[config.mk]
export PLATFORM = sky130hd
export DESIGN_NAME = hex_scan_controller_flat
export DESIGN_NICKNAME = d
export VERILOG_FILES = /design/src/rtl/hex_scan_controller_pkg.sv /design/src/rtl/hex_scan_controller_if.sv /design/src/rtl/hex_display.sv /design/src/rtl/hex_scan_controller.sv /design/src/flat_wrapper.sv
export SDC_FILE = /design/constraint.sdc
export NUM_CORES = 1
export LEC_CHECK = 0
export CAP_MARGIN = 10
export CORE_UTILIZATION = 35
export CTS_CLUSTER_DIAMETER = 120
export CTS_CLUSTER_SIZE = 30
export DETAILED_ROUTE_END_ITERATION = 12
export GPL_ROUTABILITY_DRIVEN = 0
export GPL_TIMING_DRIVEN = 1
export PLACE_DENSITY_LB_ADDON = 0.05
export SETUP_SLACK_MARGIN = 0.15
export SLEW_MARGIN = 20
export SYNTH_ARGS = -nofsm -noshare
export SYNTH_HDL_FRONTEND = slang
export SYNTH_SLANG_ARGS = --single-unit
[constraint.sdc]
create_clock -name clk -period 3 [get_ports clk]
set_input_delay 0.6 -clock clk [delete_from_list [all_inputs] [get_ports clk]]
set_output_delay 0.6 -clock clk [all_outputs]
set_load 0.005 [all_outputs]
[src/rtl/hex_scan_controller_pkg.sv]
// Shared constants and helpers for the multiplexed 7-segment scan controller.
package hex_scan_controller_pkg;

  localparam logic [6:0]  SEG_BLANK = 7'h7F;
  localparam int unsigned BCD_W     = 4;
  localparam logic [3:0]  BCD_MAX   = 4'd9;

  function automatic logic is_bcd(input logic [BCD_W-1:0] d);
    return d <= BCD_MAX;
  endfunction

endpackage

[src/rtl/hex_scan_controller_if.sv]
// Valid/ready load port carrying one BCD value per digit.
interface hex_scan_controller_if
  import hex_scan_controller_pkg::*;
#(
  parameter int unsigned NUM_DIGITS = 4
);

  logic                          load_valid;
  logic                          load_ready;
  logic [BCD_W*NUM_DIGITS-1:0]   load_data;

  modport master (
    output load_valid,
    output load_data,
    input  load_ready
  );

  modport slave (
    input  load_valid,
    input  load_data,
    output load_ready
  );

endinterface

[src/rtl/hex_display.sv]
// Hex digit to active-low 7-segment decoder (bit 0 = segment a).
module hex_display (
  input  logic [3:0] digit,
  output logic [6:0] seg
);

  always_comb begin
    seg = 7'h7F;
    case (digit)
      4'h0:    seg = 7'h40;
      4'h1:    seg = 7'h79;
      4'h2:    seg = 7'h24;
      4'h3:    seg = 7'h30;
      4'h4:    seg = 7'h19;
      4'h5:    seg = 7'h12;
      4'h6:    seg = 7'h02;
      4'h7:    seg = 7'h78;
      4'h8:    seg = 7'h00;
      4'h9:    seg = 7'h10;
      4'hA:    seg = 7'h08;
      4'hB:    seg = 7'h03;
      4'hC:    seg = 7'h46;
      4'hD:    seg = 7'h21;
      4'hE:    seg = 7'h06;
      default: seg = 7'h0E;
    endcase
  end

endmodule

[src/rtl/hex_scan_controller.sv]
// Scans NUM_DIGITS BCD digits onto a shared decoder with frame-aligned double buffering,
// leading-zero blanking and a sticky invalid-digit flag.
module hex_scan_controller
  import hex_scan_controller_pkg::*;
#(
  parameter int unsigned NUM_DIGITS    = 4,
  parameter int unsigned PRESCALE      = 50000,
  parameter bit          BLANK_LEADING = 1'b1
) (
  input  logic                  clk,
  input  logic                  rst_n,
  hex_scan_controller_if.slave  load,
  output logic [NUM_DIGITS-1:0] an_n,
  output logic [6:0]            seg,
  output logic                  frame_done,
  output logic                  digit_err
);

  localparam int unsigned SlotW  = $clog2(PRESCALE);
  localparam int unsigned IdxW   = $clog2(NUM_DIGITS);
  localparam int unsigned DataW  = BCD_W * NUM_DIGITS;
  localparam logic [SlotW-1:0] SlotLast = SlotW'(PRESCALE - 1);
  localparam logic [IdxW-1:0]  IdxLast  = IdxW'(NUM_DIGITS - 1);

  logic [SlotW-1:0]      slot_q;
  logic [IdxW-1:0]       idx_q;
  logic [DataW-1:0]      active_q;
  logic [DataW-1:0]      pending_q;
  logic                  pend_full_q;
  logic [NUM_DIGITS-1:0] an_n_q;
  logic [6:0]            seg_q;
  logic                  frame_done_q;
  logic                  err_q;

  logic                  slot_wrap;
  logic                  frame_wrap;
  logic                  accept;
  logic                  apply;
  logic                  guard;
  logic [BCD_W-1:0]      digit_cur;
  logic [6:0]            seg_raw;
  logic [6:0]            seg_drive;
  logic                  drive_invalid;
  logic [NUM_DIGITS-1:0] blank_vec;
  logic                  zero_run;

  assign slot_wrap  = (slot_q == SlotLast);
  assign frame_wrap = slot_wrap && (idx_q == IdxLast);
  assign accept     = load.load_valid && !pend_full_q;
  assign apply      = frame_wrap && pend_full_q;
  assign guard      = (slot_q == '0);

  assign load.load_ready = !pend_full_q;

  assign digit_cur = active_q[BCD_W*int'(idx_q) +: BCD_W];

  // A digit is blanked when it and every more significant digit are zero; digit 0 never is.
  always_comb begin
    blank_vec = '0;
    zero_run  = 1'b1;
    for (int i = int'(NUM_DIGITS) - 1; i >= 0; i--) begin
      zero_run     = zero_run && (active_q[BCD_W*i +: BCD_W] == '0);
      blank_vec[i] = BLANK_LEADING && zero_run && (i != 0);
    end
  end

  hex_display u_hex_display (
    .digit (digit_cur),
    .seg   (seg_raw)
  );

  always_comb begin
    seg_drive     = seg_raw;
    drive_invalid = 1'b0;
    if (!is_bcd(digit_cur)) begin
      seg_drive     = SEG_BLANK;
      drive_invalid = !guard;
    end else if (blank_vec[idx_q]) begin
      seg_drive = SEG_BLANK;
    end
  end

  always_ff @(posedge clk or negedge rst_n) begin
    if (!rst_n) begin
      slot_q       <= '0;
      idx_q        <= '0;
      active_q     <= '0;
      pending_q    <= '0;
      pend_full_q  <= 1'b0;
      an_n_q       <= '1;
      seg_q        <= SEG_BLANK;
      frame_done_q <= 1'b0;
      err_q        <= 1'b0;
    end else begin
      slot_q <= slot_wrap ? '0 : slot_q + SlotW'(1);
      if (slot_wrap) begin
        idx_q <= (idx_q == IdxLast) ? '0 : idx_q + IdxW'(1);
      end
      if (accept) begin
        pending_q <= load.load_data;
      end
      // Apply reads the old pending contents even if a new transfer lands on the same edge.
      if (apply) begin
        active_q <= pending_q;
      end
      pend_full_q  <= accept || (pend_full_q && !apply);
      an_n_q       <= guard ? '1 : ~(NUM_DIGITS'(1) << idx_q);
      seg_q        <= guard ? SEG_BLANK : seg_drive;
      frame_done_q <= frame_wrap;
      if (apply) begin
        err_q <= 1'b0;
      end else if (drive_invalid) begin
        err_q <= 1'b1;
      end
    end
  end

  assign an_n       = an_n_q;
  assign seg        = seg_q;
  assign frame_done = frame_done_q;
  assign digit_err  = err_q;

endmodule

[src/flat_wrapper.sv]
// flat-port wrapper written by rule: the top's interface ports become plain ports
module hex_scan_controller_flat import hex_scan_controller_pkg::*;
#(
  parameter int unsigned NUM_DIGITS    = 4,
  parameter int unsigned PRESCALE      = 50000,
  parameter bit          BLANK_LEADING = 1'b1
)
  (clk, rst_n, an_n, seg, frame_done, digit_err, load_load_valid, load_load_data, load_load_ready);
  hex_scan_controller_if #(.NUM_DIGITS(NUM_DIGITS)) load_i ();
  input  logic clk;
  input  logic rst_n;
  output logic [NUM_DIGITS-1:0] an_n;
  output logic [6:0] seg;
  output logic frame_done;
  output logic digit_err;
  input wire logic [$bits(load_i.load_valid)-1:0] load_load_valid;
  input wire logic [$bits(load_i.load_data)-1:0] load_load_data;
  output wire logic [$bits(load_i.load_ready)-1:0] load_load_ready;
  assign load_i.load_valid = load_load_valid;
  assign load_i.load_data = load_load_data;
  assign load_load_ready = load_i.load_ready;
  hex_scan_controller #(.NUM_DIGITS(NUM_DIGITS), .PRESCALE(PRESCALE), .BLANK_LEADING(BLANK_LEADING)) u_core (.clk(clk), .rst_n(rst_n), .load(load_i), .an_n(an_n), .seg(seg), .frame_done(frame_done), .digit_err(digit_err));
endmodule
==> impl_metrics.py, run 1 <==
metrics = {
    "cells_and_area": {
        "syn2layout_area_growth_pct": 20.2,
        "seqCellArea_mm2": 0.00162,
        "stdcell_count": 392,
        "multiInputGateArea_mm2": 0.00135,
        "fin_util_pct": 44.0,
        "n_fill_cell": 813,
        "antenna-diode-count": 0,
        "finalNetCount": 313,
        "drive_above_1_share_pct": 27.9,
    },
    "floorplanning": {
        "start_util_pct": 36.6,
        "num_rows": 33,
        "die_h_um": 95.2,
        "die-area_mm2": 0.00906,
        "pin_count": 33,
        "die_w_um": 95.2,
        "core_area_mm2": 0.00830,
    },
    "route": {
        "num_vias": 1909,
        "ant_nets": 0,
        "via_per_inst": 4.87,
        "drc_errors": 0,
        "dr.pass1.iters": 4,
        "drt-total-wl_mm": 5.79,
        "wl_per_cell_um": 14.8,
        "drt_first_iter_violations": 67,
    },
    "global_route": {
        "first_global_vias": 1891,
        "grt_pass1_wl_mm": 9.80,
        "antenna_found_initial": 0,
        "grt.total_usage_pct": 14.7,
        "grt_max_degree": 27,
        "overflow": 0,
    },
    "sta": {
        "hold_slack_ns": 0.261,
        "max_slew.worst_pin.slew_ns": 0.600,
        "fmax_ghz": 0.428,
        "layout_min_cycle_time_ns": 2.34,
        "hold_viol": 0,
        "clock_skew_ns": 0.00761,
        "finalSetupViolCount": 0,
        "rsz0062_at_grt": "false",
        "finalMaxSlewViolations": 0,
        "slew_headroom_pct": 60.0,
        "tns_ns": 0,
        "fin_crit_sh_pct": 77.9,
    },
    "clock_network": {
        "clock_latency_ns": 0.34,
        "clk_pin_slew_worst_paths_ns": 0.07,
        "cts.repair.resized": 0,
        "cts_hold_buf": 0,
        "cts_buffer_depth": 2,
        "clkSinkCount": 64,
        "numCtsBuffers": 9,
        "post-cts-setup-buffers": 0,
        "root_buffer": "clkbuf_8",
        "cts_tree": "yes",
        "h-tree-depth": 3,
    },
    "synthesis": {
        "synth_enable_flop_cells": 0,
        "syn_avg_cell_area_um2": 12.6,
        "yosys.area.top_type": "dfrtp_1",
        "synth.net_count": 273,
        "syn_area_mm2": 0.00304,
        "synthArstFlopShare_pct": 100,
        "netlist.area_leader.share_pct": 43.6,
        "syn_inst": 242,
        "ys_types": 40,
        "ys.flop_type": "dfrtp_1",
        "yosysMostFrequentCell": "dfrtp_1",
        "synth.area.top_cells": "dfrtp_1 (44%), mux2_2 (10%), dfstp_2 (9.5%)",
        "ys_seq_area_share_pct": 53.1,
        "synth_seq_cells": 64,
        "yosys-top-cells-count": "dfrtp_1 (53), mux2_2 (27), nand2_1 (15)",
        "ys.warnings.count": 0,
    },
    "worst_setup_path": {
        "critPathKind": "flip-flop to flip-flop",
        "cp_slowest_cell": "dfrtp_1",
        "path_max_fanout": 11,
        "crit_top_cell": "o21ai_0",
        "crit_chain": "mux4_2, inv_1, ha_1, o21ai_0, o221ai_1, o211a_1, o21ai_0",
        "crit_path_end_kind": "flip-flop",
        "crit_path_max_incr_delay_ns": 0.60,
        "cp-start-kind": "flip-flop",
        "worstPathRequired_ns": 3.25,
        "arrival_ns": 2.59,
    },
    "place": {
        "port_buffers": 32,
        "place_inst": 376,
        "dp_hpwl_mm": 4.10,
    },
    "flow_run": {
        "maxCapViolCount": 0,
    },
    "hold_path": {
        "worstHoldPathType": "input pin to async pin",
    },
    "pwr": {
        "power_density_mw_per_mm2": 446,
        "peakVddDrop_mv": 0.260,
        "p_leak_nw": 1.57,
    },
    "outcome": {
        "outcome": "complete, no violations",
    },
}
## power by group
part,switching (mW),leakage [nW],internal [mW],total [mW]
clock,0.357,0.0854,0.299,0.656
combinational,0.0252,0.680,0.0418,0.0670
sequential,0.0149,0.804,0.891,0.906
total,0.397,1.57,1.23,1.63
## path summary, 6_finish.rpt
path / startpoint / end / slack (ns) / cells past startpoint
max: u_core.idx_q[1] / u_core.seg[5] / 0.66 / 7
min: rst_n / u_core.slot_q[12] / 0.26 / 1
max reg2reg: u_core.idx_q[1] / u_core.seg[5] / 0.66 / 7
min reg2reg: u_core.digit_err / u_core.digit_err / 0.50 / 1
max in group asynchronous: rst_n / u_core.seg[5] / 1.98 / 2
min in group clk: u_core.digit_err / u_core.digit_err / 0.50 / 1
## cells in the final DEF (no fill, tap or decap), drive strengths merged, types with 2 or more instances in the layout
master / count
dfrtp: 53
mux2: 35
clkdlybuf4s50: 31
nand2: 15
nor2: 14
ha: 12
dfstp: 11
inv: 11
nand3: 11
nor4: 10
clkbuf: 9
o21ai: 8
xnor2: 7
xor2: 6
nand4: 6
buf: 6
nor2b: 4
mux4: 4
mux2i: 4
nor3: 4
clkinv: 4
a21oi: 3
and2: 3
o21bai: 2
or3: 2
o211ai: 2
o21a: 2
clkinvlp: 2
## flip-flops by register name (all words and copies together) (netlist names)
| signal | cells |
|---|---|
| u_core.active_q | 16 |
| u_core.pending_q | 16 |
| u_core.slot_q | 16 |
| u_core.seg | 7 |
| u_core.an_n | 4 |
| u_core.idx_q | 2 |
| u_core.digit_err | 1 |
| u_core.frame_done | 1 |
| u_core.pend_full_q | 1 |
## layout make-up
cell class,count,area share (%)
flip-flops and latches,64,44.2
multi-input cells,160,36.8
repair buffers,37,9.66
well taps,105,3.60
clock buffers,9,3.39
clock inverters,7,1.30
inverters,10,1.03
## per-stage QoR
stage | power, mW | cell area [um^2] | setup WS (ns)
final | 1.63 | 3650 | 0.663
after global routing | 1.71 | 3650 | 0.498
after CTS | 1.66 | 3650 | 0.633
after detailed placement | 0.993 | 3480 | 0.651
after global placement | 0.992 | 3480 | 0.645
after floorplan | 0.942 | 3040 | 0.761
## critical path, delay by kind of cell (launching register included)
kind	cells	cell delay, ns
DFF	1	0.60
muxes	1	0.44
buffers and inverters	1	0.15
AOI/OAI and AO/OA	4	0.78
adders and majority gates	1	0.29
## kinds of logic (layout without fill, tap and decap cells)
group | after synthesis | count (layout) | synth area share (%)
buf+inv | 18 | 63 | 2.63
simple gates | 73 | 73 | 13.3
flops | 64 | 64 | 53.1
xor+xnor | 13 | 13 | 3.74
compound gates | 19 | 19 | 4.03
fa+ha+maj | 12 | 12 | 4.94
mux | 43 | 43 | 18.2
## per-layer routing
metal,vias up,GRT usage (%),share of wire [%]
li1,938,-,-
met1,928,21.2,54
met2,35,20.3,42
met3,8,3.43,3.1
met4,0,7.20,1.4
met5,-,0,0
No activity file was read; power rests on OpenSTA's default activity.
==> inputs of run 2 (changes only) <==
==> constraint.sdc (replaced) <==
create_clock -name clk -period 2.06 [get_ports clk]
set_input_delay 0.412 -clock clk [delete_from_list [all_inputs] [get_ports clk]]
set_output_delay 0.412 -clock clk [all_outputs]
set_load 0.005 [all_outputs]
==> run 2 against run 1 <==
  * Critical endpoint is now u_core.digit_err
  * Global-route usage up 0.32 points
  * First-iteration DRC count shrank 19%
  * Register-to-register slack got worse by 0.59 ns
  * Power rose by 47%
  * Worst setup slack got worse by 0.59 ns
  * Count of clock-buffer cells in the layout unchanged
  * Routed wire length rose by 0.41%
  * Non-clock buffer count increased by 23
  * Highest routed layer unchanged
  * Design area rose by 7.7%
==> impl_metrics.py, run 2 (same netlist as run 1, synthesis figures left out) <==
metrics = {
    "floorplanning": {
        "pin_count": 33,
        "die_w_um": 95.2,
        "num_rows": 33,
        "die-area_mm2": 0.00906,
        "core_area_mm2": 0.00830,
        "die_h_um": 95.2,
        "start_util_pct": 36.6,
    },
    "clock_network": {
        "clk_pin_slew_worst_paths_ns": 0.09,
        "root_buffer": "clkbuf_8",
        "h-tree-depth": 3,
        "numCtsBuffers": 9,
        "clkSinkCount": 64,
        "cts_buffer_depth": 2,
        "clock_latency_ns": 0.34,
        "cts_tree": "yes",
        "cts_hold_buf": 0,
    },
    "flow_run": {
        "maxCapViolCount": 0,
    },
    "worst_setup_path": {
        "path_max_fanout": 3,
        "worstRegToRegCells": 8,
        "arrival_ns": 2.26,
        "worst-path-buf-inv": 2,
        "rrSetupSlack_ns": 0.07,
        "crit_path_max_incr_delay_ns": 0.57,
        "critPathKind": "flip-flop to flip-flop",
        "path_delay_family": "multiplexers",
        "cp-start-kind": "flip-flop",
        "rr_endpoint": "u_core.digit_err",
        "r2r-start": "u_core.idx_q[0]",
        "crit_path_end_kind": "flip-flop",
        "worstPathRequired_ns": 2.32,
        "crit_chain": "mux4_2, buf_6, ha_4, o21bai_1, o221ai_2, buf_4, nor2b_2, o21a_1",
        "cp_slowest_cell": "mux4_2",
    },
    "sta": {
        "finalMaxSlewViolations": 0,
        "hold_viol": 0,
        "max_slew.worst_pin.slew_ns": 0.380,
        "rsz0062_at_grt": "true",
        "slew_headroom_pct": 74.3,
        "finalSetupViolCount": 0,
        "layout_min_cycle_time_ns": 1.99,
        "fmax_ghz": 0.502,
        "clock_skew_ns": 0.0200,
        "fin_crit_sh_pct": 96.7,
    },
    "pwr": {
        "power_density_mw_per_mm2": 608,
        "p_leak_nw": 1.71,
        "peakVddDrop_mv": 0.323,
    },
    "place": {
        "port_buffers": 32,
        "dp_hpwl_mm": 4.11,
        "place_area_mm2": 0.00368,
        "place_inst": 394,
    },
    "cells_and_area": {
        "layout_commonest_cell": "dfrtp_1",
        "syn2layout_area_growth_pct": 29.5,
        "antenna-diode-count": 0,
        "stdcell_count": 415,
        "final_cell_mix": "dfrtp_1 (53), clkdlybuf4s50_1 (31), mux2_2 (27)",
        "design_area_mm2": 0.00394,
        "fin_util_pct": 47.4,
        "drive_above_1_share_pct": 37.1,
        "largestRegisters": "u_core.active_q: 16 flops, u_core.pending_q: 16 flops, u_core.slot_q: 16 flops",
        "n_fill_cell": 751,
        "finalNetCount": 336,
    },
    "global_route": {
        "grt.total_usage_pct": 15.0,
        "first_global_vias": 1985,
        "antenna_found_initial": 0,
        "grt_max_degree": 65,
        "overflow": 0,
        "grt_pass1_wl_mm": 10.2,
    },
    "route": {
        "dr.pass1.iters": 4,
        "drc_errors": 0,
        "ant_nets": 0,
        "num_vias": 2003,
        "drt-total-wl_mm": 5.81,
        "via_per_inst": 4.83,
        "drt_first_iter_violations": 54,
        "wl_per_cell_um": 14.0,
    },
    "hold_path": {
        "worstHoldPathType": "input pin to async pin",
    },
    "outcome": {
        "outcome": "complete, no violations",
    },
}
[run 2: changes by cell type in the layout (fill, tap and decap cells not counted), sizes merged]
| cell | before | now |
|---|---|---|
| clkinvlp | 2 | 3 |
| inv | 11 | 13 |
| buf | 6 | 29 |
| clkinv | 4 | 1 |
[run 2: where the power goes]
part / internal, mW / total [mW] / switching [mW]
clock network: 0.446 / 0.978 / 0.532
logic: 0.0624 / 0.0983 / 0.0359
registers: 1.30 / 1.32 / 0.0210
total: 1.81 / 2.39 / 0.589
[run 2: worst max path at each step]
stage / endpoint / slack (ns) / cells past startpoint / startpoint
global route: u_core.digit_err / -0.04 / 8 / u_core.idx_q[0]
global placement: u_core.seg[3] / 0.06 / 7 / u_core.idx_q[0]
detailed placement: u_core.seg[3] / -0.02 / 7 / u_core.idx_q[0]
finish: u_core.digit_err / 0.07 / 8 / u_core.idx_q[0]
floorplan: u_core.seg[0] / -0.03 / 8 / u_core.idx_q[0]
CTS: u_core.seg[0] / -0.005 / 7 / u_core.idx_q[0]
[run 2: cell type report]
type	instances	area [um^2]	area share (%)
Clock buffer	9	124	3.15
Multi-Input combinational cell	160	1410	35.7
Sequential cell	64	1620	41.0
Inverter	10	40.0	1.02
Timing Repair Buffer	60	567	14.4
Clock inverter	7	53.8	1.37
Tap cell	105	131	3.34
[run 2: what timing repair did]
item | 4_1_cts | 5_1_grt
setup endpoints to repair | 8 | 10
pin swaps | 5 | 6
setup buffers | 5 | 0
gates resized for setup | 1 | 13
[run 2: metal layers]
metal | global-route usage (%) | part of all wire (%) | up-vias
met5 | 0 | 0 | -
met4 | 4.92 | 0.81 | 0
met3 | 4.15 | 4.1 | 4
met2 | 20.4 | 42 | 43
met1 | 22.6 | 54 | 969
li1 | - | - | 987
[run 2: stage by stage]
step	setup TNS, ns	setup WS [ns]	hold WS (ns)	power, mW
2_1_floorplan	-0.155	-0.0328	0.116	1.37
3_3_place_gp	0	0.0601	0.454	1.45
3_5_place_dp	-0.0890	-0.0214	0.451	1.45
4_1_cts	-0.00992	-0.00452	0.0827	2.44
5_1_grt	-0.0683	-0.0427	0.0948	2.51
6_report	0	0.0686	0.0677	2.39
